**src/rtl/sample_fifo_pkg.sv**
```systemverilog
// Shared constants for the FM-radio pipeline stage-to-stage links.
package sample_fifo_pkg;

  // Default sample width and buffer depth on every pipeline link.
  localparam int SAMPLE_W   = 32;
  localparam int FIFO_DEPTH = 16;

endpackage : sample_fifo_pkg

```
**src/rtl/sample_fifo.sv**
```systemverilog
// First-word-fall-through sample FIFO sitting between two pipeline stages.
// dout shows the head entry whenever empty=0; flags are registered from the
// next-state count so no request input reaches full/empty/count combinationally.
module sample_fifo
  import sample_fifo_pkg::*;
#(
  parameter int DATA_WIDTH = SAMPLE_W,
  parameter int DEPTH      = FIFO_DEPTH
) (
  input  logic                       clock,
  input  logic                       reset,
  input  logic                       wr_en,
  input  logic [DATA_WIDTH-1:0]      din,
  output logic                       full,
  input  logic                       rd_en,
  output logic [DATA_WIDTH-1:0]      dout,
  output logic                       empty,
  output logic [$clog2(DEPTH):0]     count,
  output logic                       overflow,
  output logic                       underflow
);

  localparam int PTR_W = $clog2(DEPTH);
  localparam int CNT_W = PTR_W + 1;

  logic [DATA_WIDTH-1:0] mem [DEPTH];

  logic [PTR_W-1:0] wr_ptr_q, wr_ptr_d;
  logic [PTR_W-1:0] rd_ptr_q, rd_ptr_d;
  logic [CNT_W-1:0] count_q, count_d;
  logic             empty_q, empty_d;
  logic             full_q, full_d;
  logic             overflow_q, overflow_d;
  logic             underflow_q, underflow_d;
  logic             wr_acc, rd_acc;

  // Accept decisions from current flags, then next pointers, count and flags.
  always_comb begin
    wr_acc      = wr_en & ~full_q;
    rd_acc      = rd_en & ~empty_q;
    wr_ptr_d    = wr_ptr_q;
    rd_ptr_d    = rd_ptr_q;
    overflow_d  = overflow_q | (wr_en & full_q);
    underflow_d = underflow_q | (rd_en & empty_q);
    if (wr_acc) wr_ptr_d = wr_ptr_q + PTR_W'(1);
    if (rd_acc) rd_ptr_d = rd_ptr_q + PTR_W'(1);
    count_d = count_q + CNT_W'(wr_acc) - CNT_W'(rd_acc);
    empty_d = (count_d == '0);
    full_d  = (count_d == CNT_W'(DEPTH));
  end

  // State register and storage; reset discards entries but leaves mem as-is.
  always_ff @(posedge clock) begin
    if (reset) begin
      wr_ptr_q    <= '0;
      rd_ptr_q    <= '0;
      count_q     <= '0;
      empty_q     <= 1'b1;
      full_q      <= 1'b0;
      overflow_q  <= 1'b0;
      underflow_q <= 1'b0;
    end else begin
      wr_ptr_q    <= wr_ptr_d;
      rd_ptr_q    <= rd_ptr_d;
      count_q     <= count_d;
      empty_q     <= empty_d;
      full_q      <= full_d;
      overflow_q  <= overflow_d;
      underflow_q <= underflow_d;
      if (wr_acc) mem[wr_ptr_q] <= din;
    end
  end

  assign dout      = mem[rd_ptr_q];
  assign empty     = empty_q;
  assign full      = full_q;
  assign count     = count_q;
  assign overflow  = overflow_q;
  assign underflow = underflow_q;

endmodule : sample_fifo

```
**config.mk**
```make
export PLATFORM = sky130hd
export DESIGN_NAME = sample_fifo
export DESIGN_NICKNAME = d
export VERILOG_FILES = /design/src/rtl/sample_fifo_pkg.sv /design/src/rtl/sample_fifo.sv
export SDC_FILE = /design/constraint.sdc
export NUM_CORES = 1
export LEC_CHECK = 0
export CAP_MARGIN = 20
export CORE_ASPECT_RATIO = 0.8
export CORE_UTILIZATION = 50
export DETAILED_ROUTE_END_ITERATION = 7
export MAX_ROUTING_LAYER = met4
export PLACE_DENSITY_LB_ADDON = 0.25
export REMOVE_ABC_BUFFERS = 1
export SLEW_MARGIN = 0
export SYNTH_ARGS = -nofsm -noshare
export SYNTH_HDL_FRONTEND = slang
export SYNTH_SLANG_ARGS = --single-unit
```
**constraint.sdc**
```tcl
create_clock -name clock -period 3.07 [get_ports clock]
set_input_delay 0.4605 -clock clock [delete_from_list [all_inputs] [get_ports clock]]
set_output_delay 0.4605 -clock clock [all_outputs]
set_load 0.05 [all_outputs]
```
==> impl_metrics.toml <==
[grt]
overflow = 0
grt_pass1_vias = 9734
grt_pass1_wl_mm = 61.53
antenna_found_initial = 0
grt_max_degree = 46
track_usage_pct = 21.50

[sta]
period_needed_ns = 2.904
final_hold_viol_count = 0
fin_skew_ns = 0.01391
slew_headroom_pct = 59.09
finalSetupViolCount = 0
rsz0062_at_grt = "false"
fin_ws_ns = 0.1663
period_share_pct = 94.58
fmax_ghz = 0.3444
worst_slew_pin_slew_ns = 0.6117
drv_slew = 0

[logic_synthesis]
synth-compound-area-share_pct = 2.605
synth_top_area_share_pct = 76.57
seq_area_frac_synth_pct = 78.66
synth_edf_count = 512
synth_mux_area_share_pct = 14.41
netlist_top_cells_area = "edfxtp_1, mux4_2, a22oi_1"
synthAdderAreaFrac_pct = 0.6605
synth_seq_cells = 533
synth_top_family_by_area = "multiplexers"
yosysMostFrequentCell = "edfxtp_1"
synthTopCellsByCount = "edfxtp_1, mux4_2, a22oi_1, nand2_1, nor2_1"
ys.flop_type = "edfxtp_1"
synthArstFlopShare_pct = 0
yosysTopAreaCell = "edfxtp_1"
syn_inst = 902
ys_types = 27
syn_area_per_cell_um2 = 22.26
syn_area_um2 = 20080
synth_xor_area_share_pct = 0.4798
ys_warn_count = 0
synth-simple-area-share_pct = 1.944

[cells_and_area]
areaGrowthSynthToFinish_pct = 17.18
finalNetCount = 1076
nFillCells = 2838
antenna_cells = 0
drive_gt1_share_pct = 28.22

[power]
p_per_area_nw_per_um2 = 725.4
power_mw = 17.07
ir_drop_mv = 0.4744
p_leak_nw = 7.413

[die]
die_y_um = 181.2
dieArea_um2 = 40970
fp.dieW_um = 226.1
start_util_pct = 50.80
core_area_um2 = 39530
rows = 65
top_level_ports = 77

[setup_path]
crit_path_max_fanout = 38
path_class = "reg -> out"
crit_family = "multiplexers"
critPathBufInv = 2
crit_path_start_kind = "register"
critPathSlowestCell = "mux4_2"
crit_path_max_incr_delay_ns = 0.55
path_cells = "buf_12 > mux4_2 > a22oi_1 > nand2_1 > buf_4"
cp-end-kind = "output port"
arrival_ns = 2.44
crit_required_ns = 2.61

[drt]
drt-total-wl_mm = 41.50
dr.first_iter.drc_count = 992
routedWlPerCell_um = 25.84
dr_total_vias = 9365
firstDrtPassIters = 5
ant_nets = 0
drc = 0
vias_per_cell = 5.831

[placement]
place.port_buffers = 76
post-dp-hpwl_mm = 22.71
pre_cts_slack_ns = 0.2388
gp_congestion = 0.7248

[clock_tree]
cts.sinks = 533
clock_latency_ns = 0.57
cts_setup_buffers = 0
postCtsHoldBufs = 0
htree_levels = 2
cts_root_buf = "clkbuf_16"
cts_tree = "done"
clkTransAtPathRegs_ns = 0.06
numCtsBuffers = 50
clk_path_buf_depth = 3

[run]
cap_violations = 0

[run_status]
outcome = "complete, no violations"

[min_path]
hp-class = "reg -> reg"
## area by class of cell
class | count | area [um2] | area share [%]
clock inverters | 31 | 257.7 | 1.095
repair buffers | 123 | 1232 | 5.238
inverters | 8 | 30.03 | 0.1276
well taps | 536 | 670.6 | 2.850
clock buffers | 61 | 1356 | 5.764
flip-flops and latches | 533 | 15800 | 67.16
multi-input cells | 314 | 4179 | 17.76
## cells in the final DEF, fill, tap and decap left out, drive strengths merged
cell type / netlist / layout
nand2b: 2 / 2
nor2b: 6 / 6
xnor2: 4 / 4
fa: 1 / 1
bufinv: 0 / 4
a21o: 1 / 1
nand3b: 1 / 1
a41o: 1 / 1
ha: 9 / 9
clkinvlp: 0 / 2
nor2: 39 / 39
clkbuf: 27 / 61
a22oi: 64 / 64
dfxtp: 21 / 21
clkdlybuf4s50: 0 / 44
buf: 20 / 79
and2: 1 / 1
nand4: 2 / 2
nand3: 1 / 1
mux2i: 1 / 1
clkinv: 0 / 24
or3: 1 / 1
a21oi: 5 / 5
nand2: 39 / 39
nor4bb: 1 / 1
edfxtp: 512 / 512
mux4: 128 / 128
xor2: 7 / 7
inv: 8 / 9
## final timing paths
kind / startpoint / to / slack [ns] / depth (start not counted)
hold / removal: overflow / overflow / 0.47 / 2
setup reg to reg: empty / full / 0.83 / 9
setup / recovery: register / dout[10] / 0.17 / 5
hold reg to reg: overflow / overflow / 0.47 / 2
## layer usage
layer  part of all wire [%]  vias up  track usage [%]
li1                       -     4037                -
met1                     42     4990            28.96
met2                     51      283            34.88
met3                    5.1       55            3.220
met4                    1.6        0            5.135
met5                      0        -                -
## worst min-delay path: cells and delay by family (launching register included)
kind               cells  cell delay (ns)
DFF                    1             0.33
AOI/OAI and AO/OA      1             0.04
and+or+nand+nor        1             0.07
## registers in the layout, summed over array words and instances, names as in the netlist, named ones only
register   count
mem          512
count          5
rd_ptr_q       4
wr_ptr_q       4
empty          1
full           1
overflow       1
underflow      1
## power breakdown
group	total (mW)	leakage [nW]	switching (mW)	internal (mW)
sequential	8.26	4.79	0.0983	8.16
combinational	2.77	1.84	1.61	1.16
clock	6.04	0.792	2.56	3.48
total	17.1	7.41	4.27	12.8
## per-stage QoR
step           cell area [um2]  utilization (%)  std cells  TNS (ns)  hold WS (ns)
6_report                 23530            59.53       1606         0        0.4680
5_1_grt                  23530            59.53       1606         0        0.4955
4_1_cts                  23520            59.51       1606         0        0.4698
3_5_place_dp             21900            55.42       1514         0        0.4544
3_3_place_gp             21900            55.42       1514         0        0.4570
2_1_floorplan            19860                -        855   -123.08        0.4725
## timing repair
item / 4_1_cts / 5_1_grt
endpoints found under the setup margin: 3 / 5
resized for setup: 1 / 2
hold endpoints to repair: 0 / 0
## cells by family after synthesis
kind of cell,after synthesis
adders and majority gates,10
buffers and inverters,55
AOI/OAI and AO/OA,71
and+or+nand+nor,93
xor gates and xnor gates,11
DFF,533
muxes,129
Note: power is estimated with default switching activity, not from simulation.
